### config.mk
export PLATFORM = sky130hd
export DESIGN_NAME = hwpf_issue_arbiter
export DESIGN_NICKNAME = d
export VERILOG_FILES = /design/src/rtl/hwpf_pkg.sv /design/src/rtl/hwpf_credit_counter.sv /design/src/rtl/hwpf_issue_arbiter.sv
export SDC_FILE = /design/constraint.sdc
export NUM_CORES = 1
export LEC_CHECK = 0
export CAP_MARGIN = 20
export CORE_MARGIN = 1
export CORE_UTILIZATION = 35
export CTS_BUF_LIST = sky130_fd_sc_hd__clkbuf_8
export DETAILED_ROUTE_END_ITERATION = 6
export HOLD_SLACK_MARGIN = 0.08
export PLACE_DENSITY_LB_ADDON = 0.08
export SYNTH_ARGS = -nofsm -noshare
export SYNTH_HDL_FRONTEND = slang
export SYNTH_SLANG_ARGS = --single-unit
### constraint.sdc
create_clock -name clk_i -period 3.3 [get_ports clk_i]
set_input_delay 0.33 -clock clk_i [delete_from_list [all_inputs] [get_ports clk_i]]
set_output_delay 0.33 -clock clk_i [all_outputs]
set_load 0.05 [all_outputs]
### src/rtl/hwpf_pkg.sv
// rtl/hwpf_pkg.sv - shared types and helpers for the prefetch issue arbiter
//
// Contents:
//   req_cpu_dcache_t : default demand/prefetch request payload
//   hwpf_state_e     : arbiter FSM states IDLE, FETCH, ISSUE
//   inflight_w()     : width of a counter able to hold 0..max_inflight
package hwpf_pkg;

  typedef struct packed {
    logic [31:0] addr;
    logic [3:0]  be;
    logic        we;
  } req_cpu_dcache_t;

  typedef enum logic [1:0] {
    IDLE  = 2'd0,
    FETCH = 2'd1,
    ISSUE = 2'd2
  } hwpf_state_e;

  // A zero-sized bound would give a zero-width vector, so clamp to one bit.
  function automatic int unsigned inflight_w(input int unsigned max_inflight);
    return (max_inflight < 1) ? 1 : $clog2(max_inflight + 1);
  endfunction

endpackage

### src/rtl/hwpf_credit_counter.sv
// rtl/hwpf_credit_counter.sv - saturating outstanding-prefetch credit counter
//
// Ports:
//   clk_i, rst_ni : clock, asynchronous active-low reset
//   inc_i         : one prefetch accepted by the dcache
//   dec_i         : one prefetch response returned
//   count_o       : outstanding count, 0..MAX_CNT
//   full_o        : count_o == MAX_CNT
module hwpf_credit_counter
  import hwpf_pkg::*;
#(
  parameter int unsigned MAX_CNT = 4
) (
  input  logic                           clk_i,
  input  logic                           rst_ni,
  input  logic                           inc_i,
  input  logic                           dec_i,
  output logic [inflight_w(MAX_CNT)-1:0] count_o,
  output logic                           full_o
);

  localparam int unsigned CW = inflight_w(MAX_CNT);
  localparam logic [CW-1:0] MAX_VAL = CW'(MAX_CNT);

  logic [CW-1:0] r_count;
  logic          w_inc_ok;
  logic          w_dec_ok;

  // A simultaneous inc and dec cancel; both ends saturate.
  assign w_inc_ok = inc_i & ~dec_i & (r_count != MAX_VAL);
  assign w_dec_ok = dec_i & ~inc_i & (r_count != '0);

  always_ff @(posedge clk_i or negedge rst_ni) begin
    if (!rst_ni) begin
      r_count <= '0;
    end else if (w_inc_ok) begin
      r_count <= r_count + CW'(1);
    end else if (w_dec_ok) begin
      r_count <= r_count - CW'(1);
    end
  end

  assign count_o = r_count;
  assign full_o  = (r_count == MAX_VAL);

endmodule

### src/rtl/hwpf_issue_arbiter.sv
// rtl/hwpf_issue_arbiter.sv - arbitrates demand and hardware-prefetch requests onto one dcache port
//
// Optional feature macro: HWPF_ARB_STATS_EN (32-bit accepted-prefetch counter on stat_pf_issued_o).
//
// Ports:
//   clk_i, rst_ni          : clock, asynchronous active-low reset
//   flush_i                : pipeline flush, drops any prefetch in progress
//   cpu_req_valid_i/_i     : demand request (always wins the port)
//   cpu_req_ready_o        : demand accepted (pass-through of dcache_ready_i)
//   pf_read_o              : one-cycle pop pulse to the prefetch FIFO
//   pf_valid_i, pf_req_i   : FIFO head, one cycle after pf_read_o
//   pf_lock_o              : freezes the FIFO while credits are exhausted
//   dcache_req_valid_o/_o  : muxed request to the dcache
//   dcache_req_is_pf_o     : the driven request is the prefetch
//   dcache_ready_i         : dcache accepts this cycle
//   dcache_rsp_valid_i     : dcache response valid
//   dcache_rsp_is_pf_i     : response belongs to a prefetch
//   pf_inflight_o          : outstanding prefetch count
//   stat_pf_issued_o       : accepted prefetch count (0 without the macro)
module hwpf_issue_arbiter
  import hwpf_pkg::*;
#(
  parameter int unsigned MAX_PF_INFLIGHT = 4,
  parameter int unsigned PF_GAP          = 2,
  parameter type         cpu_addr_t      = req_cpu_dcache_t
) (
  input  logic                                   clk_i,
  input  logic                                   rst_ni,
  input  logic                                   flush_i,
  input  logic                                   cpu_req_valid_i,
  input  cpu_addr_t                              cpu_req_i,
  output logic                                   cpu_req_ready_o,
  output logic                                   pf_read_o,
  input  logic                                   pf_valid_i,
  input  cpu_addr_t                              pf_req_i,
  output logic                                   pf_lock_o,
  output logic                                   dcache_req_valid_o,
  output cpu_addr_t                              dcache_req_o,
  output logic                                   dcache_req_is_pf_o,
  input  logic                                   dcache_ready_i,
  input  logic                                   dcache_rsp_valid_i,
  input  logic                                   dcache_rsp_is_pf_i,
  output logic [inflight_w(MAX_PF_INFLIGHT)-1:0] pf_inflight_o,
  output logic [31:0]                            stat_pf_issued_o
);

  localparam int unsigned QW = (PF_GAP < 1) ? 1 : $clog2(PF_GAP + 1);
  localparam logic [QW-1:0] GAP_VAL = QW'(PF_GAP);

  hwpf_state_e   r_state;
  hwpf_state_e   w_state_nxt;
  cpu_addr_t     r_hold;
  cpu_addr_t     w_hold_nxt;
  logic [QW-1:0] r_quiet;
  logic          w_full;
  logic          w_in_issue;
  logic          w_pf_drive;
  logic          w_pf_hs;
  logic          w_pf_rsp;

  // Counts consecutive CPU-idle cycles, saturating at the gap.
  always_ff @(posedge clk_i or negedge rst_ni) begin
    if (!rst_ni) begin
      r_quiet <= '0;
    end else if (flush_i || cpu_req_valid_i) begin
      r_quiet <= '0;
    end else if (r_quiet != GAP_VAL) begin
      r_quiet <= r_quiet + QW'(1);
    end
  end

  always_ff @(posedge clk_i or negedge rst_ni) begin
    if (!rst_ni) begin
      r_state <= IDLE;
      r_hold  <= '0;
    end else begin
      r_state <= w_state_nxt;
      r_hold  <= w_hold_nxt;
    end
  end

  always_comb begin
    w_state_nxt = r_state;
    w_hold_nxt  = r_hold;
    pf_read_o   = 1'b0;
    if (flush_i) begin
      w_state_nxt = IDLE;
      w_hold_nxt  = '0;
    end else begin
      case (r_state)
        IDLE: begin
          if ((r_quiet == GAP_VAL) && !w_full && !cpu_req_valid_i) begin
            pf_read_o   = 1'b1;
            w_state_nxt = FETCH;
          end
        end
        FETCH: begin
          // An empty FIFO answers the pop with pf_valid_i low.
          if (pf_valid_i) begin
            w_hold_nxt  = pf_req_i;
            w_state_nxt = ISSUE;
          end else begin
            w_state_nxt = IDLE;
          end
        end
        ISSUE: begin
          // While the CPU owns the port the hold register simply waits.
          if (w_pf_hs) begin
            w_state_nxt = IDLE;
          end
        end
        default: w_state_nxt = IDLE;
      endcase
    end
  end

  assign w_in_issue = (r_state == ISSUE);
  assign w_pf_drive = w_in_issue & ~cpu_req_valid_i & ~flush_i;
  assign w_pf_hs    = w_pf_drive & dcache_ready_i;
  assign w_pf_rsp   = dcache_rsp_valid_i & dcache_rsp_is_pf_i;

  assign dcache_req_valid_o = cpu_req_valid_i | (w_in_issue & ~flush_i);
  assign dcache_req_o       = w_pf_drive ? r_hold : cpu_req_i;
  assign dcache_req_is_pf_o = w_pf_drive;
  assign cpu_req_ready_o    = dcache_ready_i;
  assign pf_lock_o          = w_full;

  hwpf_credit_counter #(
    .MAX_CNT(MAX_PF_INFLIGHT)
  ) u_credit (
    .clk_i  (clk_i),
    .rst_ni (rst_ni),
    .inc_i  (w_pf_hs),
    .dec_i  (w_pf_rsp),
    .count_o(pf_inflight_o),
    .full_o (w_full)
  );

`ifdef HWPF_ARB_STATS_EN
  logic [31:0] r_stat;

  // Wraps naturally; a flush does not clear it.
  always_ff @(posedge clk_i or negedge rst_ni) begin
    if (!rst_ni) begin
      r_stat <= '0;
    end else if (w_pf_hs) begin
      r_stat <= r_stat + 32'd1;
    end
  end

  assign stat_pf_issued_o = r_stat;
`else
  assign stat_pf_issued_o = '0;
`endif

endmodule
==> metrics.csv, run 1 <==
stage;metric;value;unit
outcome;run status;finished clean;
logic_synthesis;Post-Synthesis Cells;204;
clocking;Clock Sink Count;44;
sta;worst slew pin tran;511;ps
global_routing;largest net degree at the start of global routing;45;
drt;via count;1930;
global_routing;Global Route Usage Sum;15.7;%
pwr;leakage;1.68;nW
global_routing;met1 usage;19.6;%
pwr;switching share of power;37.7;%
logic_synthesis;share of cell area taken by muxes after synthesis;17.4;%
global_routing;via count of the first global-routing pass;1901;
logic_synthesis;synth unique cells;34;
sta;number of hold-slack violations in the final timing report;0;
placement;pre-CTS setup slack;376;ps
die;placement row count;30;
placement;post-DP HPWL;4050;um
global_routing;met3 capacity usage during global routing;4.14;%
logic_synthesis;synthesis warning total;0;
clocking;clock tree from TritonCTS;done;
pwr;Flop pwr share;40.3;%
clocking;post-CTS setup-driven buffer insertion count;0;
sta;Total Negative Setup Slacks;0;ps
global_routing;routing layer with the top usage in global route;met2;
die;area inside the core boundary;0.00679;mm2
pwr;peak ir drop on the vdd network;122;uV
drt;routed vias/inst;4.54;
logic_synthesis;fraction of registers with async set/reset;100;%
logic_synthesis;post-synthesis average cell area;12.0;um2
layout;most frequent standard cell in the layout excluding fill and tap cells;sky130_fd_sc_hd__clkdlybuf4s50_1;
die;Starting Density;36.2;%
global_routing;initial antenna violation count;0;
logic_synthesis;count of flip-flops with a built-in enable after synthesis;0;
critical_path;delay of the slowest critical-path stage;690;ps
sta;Clock Skews;8.02;ps
layout;layout net count;413;
pwr;Pint;0.000918;W
critical_path;arrival time at the worst endpoint;2560;ps
critical_path;critical path class;primary input to output pin;
critical_path;required time at the worst-slack endpoint;2970;ps
pwr;combinational cell fraction of total power;37.8;%
layout;most frequent cells in the layout;sky130_fd_sc_hd__clkdlybuf4s50_1 (91), sky130_fd_sc_hd__dfrtp_1 (44), sky130_fd_sc_hd__buf_4 (38), sky130_fd_sc_hd__a22o_1 (37), sky130_fd_sc_hd__mux2_2 (34);
global_routing;met2 Usage GRT;26.5;%
layout;share of cells above drive strength 1;25.8;%
placement;count of buffers from port buffering;126;
logic_synthesis;Compound-Gate Fraction of Synth Area;16.0;%
logic_synthesis;post-synthesis sequential area ratio;44.8;%
logic_synthesis;Post-Syn Area;0.00246;mm2
pwr;net switching power;0.000555;W
worst_hold_path;Min-Delay Path Class;primary input to async pin;
critical_path;Critical Path End Type;output pin;
die;Die Span X;85.8;um
clocking;clock latency at the later pin of the worst-skew pair;290;ps
logic_synthesis;Primary FF master, synth;sky130_fd_sc_hd__dfrtp_1;
sta;Max Slew Vio Count;0;
layout;area grow syn2layout;49.8;%
die;Top-Level Pins;159;
placement;weighted congestion at the end of routability-driven global placement;0.697;
drt;Starting DRT DRC Count;47;
drt;remaining design rule violation count;0;
sta;part of the cycle the worst path needs;87.6;%
drt;final routed wire length divided by cell count;13.1;um
sta;final setup violation count;0;
critical_path;crit-path max FO;7;
drt;DRT Pass-1 Iters;5;
critical_path;critical-path cell with the highest stage delay;sky130_fd_sc_hd__clkdlybuf4s50_1;
clocking;clock slew seen by the registers of the worst setup and hold paths;80;ps
clocking;worst-case clock buffer depth;2;
global_routing;first-pass GRT wire length;9060;um
clocking;number of H-tree levels;2;
drt;wire length reported by the detailed router;5560;um
die;die area;0.00736;mm2
die;die height;85.8;um
logic_synthesis;largest family of logic cells by synthesized area;multiplexers;
layout;antenna diode count;0;
pwr;clock share of power;21.9;%
logic_synthesis;xor/xnor share of the synthesized area;0.713;%
logic_synthesis;count of state elements after synthesis;44;
clocking;CTS Buf Count;5;
drt;remaining antenna violation count;0;
global_routing;residual overflow from global routing;0;
clocking;clock root cell;sky130_fd_sc_hd__clkbuf_8;
logic_synthesis;Post-Synth Adder-Cell Area;1.32;%
critical_path;crit start category;primary input;
critical_path;worst-path cell chain;clkdlybuf4s50_1 > nor4b_4 > mux2_2 > clkdlybuf4s50_1;
sta;unrepaired setup endpoints after global routing;false;
pwr;power density cells;400;mW/mm2
sta;post-layout minimum cycle time;2890;ps
critical_path;most frequent cell on the critical path;sky130_fd_sc_hd__clkdlybuf4s50_1;
sta;least setup slack across all paths after layout;410;ps
logic_synthesis;area share of and/or/nand/nor cells after synthesis;5.76;%
sta;highest clock frequency the design can meet;346;MHz
sta;headroom to the max-slew limit;65.9;%
flow_run;max-capacitance violation count;0;
[timing repair]
action	4_1_cts	5_1_grt
setup endpoints to repair	0	0
hold buffers	0	1
resized for setup	0	0
hold endpoints to repair	0	3
[path summary, 6_finish.rpt]
kind                                        startpoint                              end  slack, ps  cells past startpoint
worst max-delay path                           flush_i                 dcache_req_o[23]        410                      4
worst min register to register  r_hold[17]$_DFFE_PN0P_           r_hold[17]$_DFFE_PN0P_        500                      1
max in group asynchronous                       rst_ni            r_hold[5]$_DFFE_PN0P_       2480                      3
min in group clk_i              r_hold[17]$_DFFE_PN0P_           r_hold[17]$_DFFE_PN0P_        500                      1
worst min-delay path                            rst_ni           r_quiet[1]$_DFFE_PN0P_        390                      2
worst max register to register  r_state[0]$_DFFE_PN0P_  u_credit.count_o[2]$_DFFE_PN0P_        990                      6
[power by group through the flow]
stage | Sequential [W] | Clock [W] | Combinational (W)
2_1_floorplan | 0.000660 | 0 | 0.000317
3_3_place_gp | 0.000604 | 0 | 0.000553
3_5_place_dp | 0.000604 | 0 | 0.000557
4_1_cts | 0.000593 | 0.000337 | 0.000560
5_1_grt | 0.000598 | 0.000359 | 0.000593
6_report | 0.000593 | 0.000322 | 0.000558
[per-layer routing]
layer	vias up	part of all wire, %	wire length (um)
met3	5	7.5	419
met4	0	1.0	56
met2	81	50	2760
met1	919	42	2330
met5	-	0	0
li1	925	-	-
[metrics by stage]
step	hold slack (ps)	cells	power, W	util (%)	instance area [um2]
2_1_floorplan	34.4	235	0.000977	-	2570
3_3_place_gp	483	416	0.00116	52.5	3570
3_5_place_dp	487	416	0.00116	52.5	3570
4_1_cts	230	423	0.00149	53.7	3650
5_1_grt	387	425	0.00155	54.1	3680
6_report	387	425	0.00147	54.1	3680
[worst max-delay path: cells and delay by family]
kind / cells / cell delay [ps]
AND/OR/NAND/NOR: 1 / 570
multiplexers: 1 / 390
buffers and inverters: 2 / 1260
[cells by family after synthesis]
logic type / after synthesis
fa+ha+maj: 2
mux: 38
other cells: 1
compound gates: 47
simple gates: 22
flops: 44
buf+inv: 48
xor+xnor: 2
[layout make-up]
cell class                      instances  area [um2]
Tap cell                               96         120
Clock inverter                          2        12.5
Fill cell                             617        3120
Clock buffer                            5        68.8
Timing Repair Buffer                  132        1230
Multi-Input combinational cell        143        1130
Inverter                                3        11.3
Sequential cell                        44        1100
[flip-flops by register name, indices dropped and copies added, names as in the netlist]
signal and cells:
u_credit.count_o 3, r_hold 37, r_state 2, r_quiet 2
[cells in the mapped netlist (all sizes together) (2+ instances only)]
master	instances	area (um2)
mux2	37	417
a22o	37	324
nand2	3	11.3
and4	2	17.5
o22a	2	17.5
xor2	2	17.5
nor3	2	10.0
buf	44	325
nor2	6	25.0
nand3b	3	22.5
dfrtp	44	1100
inv	3	11.3
a21oi	3	15.0
No activity file was read; power rests on OpenSTA's default activity.
==> run 2, diff against run 1 <==
RECOVER_POWER = 25   (was default)
clock period = 3.6 ns   (was 3.3 ns; I/O delays follow)
==> metrics.csv, run 2 (synthesized netlist as in run 1, its figures left out) <==
stage;metric;value;unit
outcome;run status;finished, violations left;
outcome;failing checks;capacitance limit, slew limit;
die;die area;0.00736;mm2
worst_hold_path;Min-Delay Path Class;flip-flop to flip-flop;
layout;register with the most flip-flops;r_hold;
critical_path;most frequent cell on the critical path;sky130_fd_sc_hd__clkdlybuf4s50_1;
layout;share of cells above drive strength 1;14.5;%
placement;post-DP HPWL;4120;um
clocking;number of H-tree levels;2;
clocking;clock slew seen by the registers of the worst setup and hold paths;80;ps
layout;filler cell count;625;
drt;remaining design rule violation count;0;
global_routing;initial antenna violation count;0;
sta;unrepaired setup endpoints after global routing;false;
critical_path;Reg2Reg Launch Point;r_state[0]$_DFFE_PN0P_;
critical_path;delay of the slowest critical-path stage;710;ps
clocking;clock latency at the later pin of the worst-skew pair;300;ps
drt;via count;1949;
drt;wire length reported by the detailed router;5630;um
clocking;clock root cell;sky130_fd_sc_hd__clkbuf_8;
layout;most frequent cells in the layout;sky130_fd_sc_hd__clkdlybuf4s50_1 (125), sky130_fd_sc_hd__dfrtp_1 (44), sky130_fd_sc_hd__a22o_1 (37), sky130_fd_sc_hd__mux2_2 (34), sky130_fd_sc_hd__conb_1 (32);
clocking;hold buffer count at cts;0;
critical_path;required time at the worst-slack endpoint;3240;ps
drt;uppermost metal layer occupied by signal nets;met4;
clocking;worst-case clock buffer depth;2;
sta;Total Negative Setup Slacks;0;ps
drt;Starting DRT DRC Count;67;
critical_path;critical-path cell with the highest stage delay;sky130_fd_sc_hd__clkdlybuf4s50_1;
die;Top-Level Pins;159;
sta;final setup violation count;0;
sta;highest clock frequency the design can meet;326;MHz
worst_hold_path;Hold Crit Start;r_hold[12]$_DFFE_PN0P_;
global_routing;largest net degree at the start of global routing;45;
critical_path;crit-path max FO;21;
global_routing;via count of the first global-routing pass;1853;
placement;count of buffers from port buffering;126;
critical_path;crit start category;primary input;
sta;headroom to the max-slew limit;-0.780;%
pwr;peak ir drop on the vdd network;130;uV
die;die height;85.8;um
layout;most frequent standard cell in the layout excluding fill and tap cells;sky130_fd_sc_hd__clkdlybuf4s50_1;
critical_path;launch point of the worst path;flush_i;
drt;remaining antenna violation count;0;
clocking;post-CTS setup-driven buffer insertion count;0;
clocking;CTS Buf Count;5;
die;area inside the core boundary;0.00679;mm2
global_routing;Global Route Usage Sum;15.7;%
critical_path;Critical Path End Type;output pin;
layout;area grow syn2layout;52.7;%
clocking;CTS resizes;0;
drt;detailed route wirelength on metal3;415;um
global_routing;first-pass GRT wire length;9000;um
sta;Clock Skews;7.57;ps
sta;part of the cycle the worst path needs;85.1;%
pwr;power density cells;361;mW/mm2
sta;worst slew pin tran;1510;ps
pwr;leakage;1.65;nW
flow_run;max-capacitance violation count;1;
sta;number of hold-slack violations in the final timing report;0;
placement;weighted congestion at the end of routability-driven global placement;0.756;
die;placement row count;30;
critical_path;Largest delay share family, worst path;buffers and inverters;
global_routing;residual overflow from global routing;0;
clocking;Clock Sink Count;44;
critical_path;arrival time at the worst endpoint;2700;ps
die;Die Span X;85.8;um
critical_path;worst-path cell chain;clkdlybuf4s50_1 > nor4b_4 > buf_4 > mux2_2 > clkdlybuf4s50_1;
sta;worst hold slack across all endpoints;505;ps
drt;final routed wire length divided by cell count;13.2;um
drt;routed vias/inst;4.58;
critical_path;critical path buffer and inverter count;3;
layout;Largest register FFs;37;
sta;Max Slew Vio Count;30;
critical_path;critical path class;primary input to output pin;
layout;layout net count;413;
die;Starting Density;36.2;%
drt;routed metal-1 wire length;2400;um
drt;DRT Pass-1 Iters;6;
drt;met2 wirelength from detailed routing;2750;um
clocking;clock tree from TritonCTS;done;
sta;post-layout minimum cycle time;3060;ps
layout;antenna diode count;0;
-- run 2: cell count changes in the layout (fill, tap and decap cells not counted), sizes merged --
| cell | delta |
|---|---|
| buf | -36 |
| clkbuf | +2 |
| clkdlybuf4s50 | +34 |
| clkinvlp | -1 |
| inv | +2 |
-- run 2: area by class of cell --
cell class,instances,area [um2],share of cell area [%]
Multi-Input combinational cell,143,1130,30.2
Inverter,3,11.3,0.300
Clock buffer,5,68.8,1.84
Timing Repair Buffer,132,1300,34.6
Clock inverter,3,16.3,0.434
Sequential cell,44,1100,29.4
Tap cell,96,120,3.20
-- run 2: per-layer routing --
metal / global-route usage (%) / up-vias
met5: 0 / -
met4: 4.55 / 0
met3: 4.43 / 6
met2: 25.8 / 91
met1: 20.2 / 925
li1: - / 927
-- run 2: power by group --
group	total (W)	switching, W	leakage, nW	internal [W]
sequential	0.000542	0.0000289	0.607	0.000513
clock	0.000296	0.000163	0.0507	0.000133
combinational	0.000516	0.000315	0.989	0.000201
total	0.00135	0.000507	1.65	0.000848
-- run 2: final timing paths --
kind	end	slack, ps	cells after the start
worst max-delay path	dcache_req_o[20]	540	5
worst min register to register	r_hold[12]$_DFFE_PN0P_	500	1
worst max register to register	u_credit.count_o[2]$_DFFE_PN0P_	1210	8
min in group asynchronous	r_hold[24]$_DFFE_PN0P_	690	2
worst min-delay path	r_hold[12]$_DFFE_PN0P_	500	1
max in group asynchronous	r_hold[20]$_DFFE_PN0P_	1020	3
-- run 2: per-stage QoR --
step                      total power, W  instances  cell area (um2)  util [%]  setup WS, ps
after detailed placement         0.00107        416             3650      53.8           528
after CTS                        0.00137        424             3740      55.0           512
after global placement           0.00107        416             3650      53.8           535
after global routing             0.00142        426             3750      55.2           462
after floorplan                 0.000896        235             2570         -          1460
final                            0.00135        426             3750      55.2           536
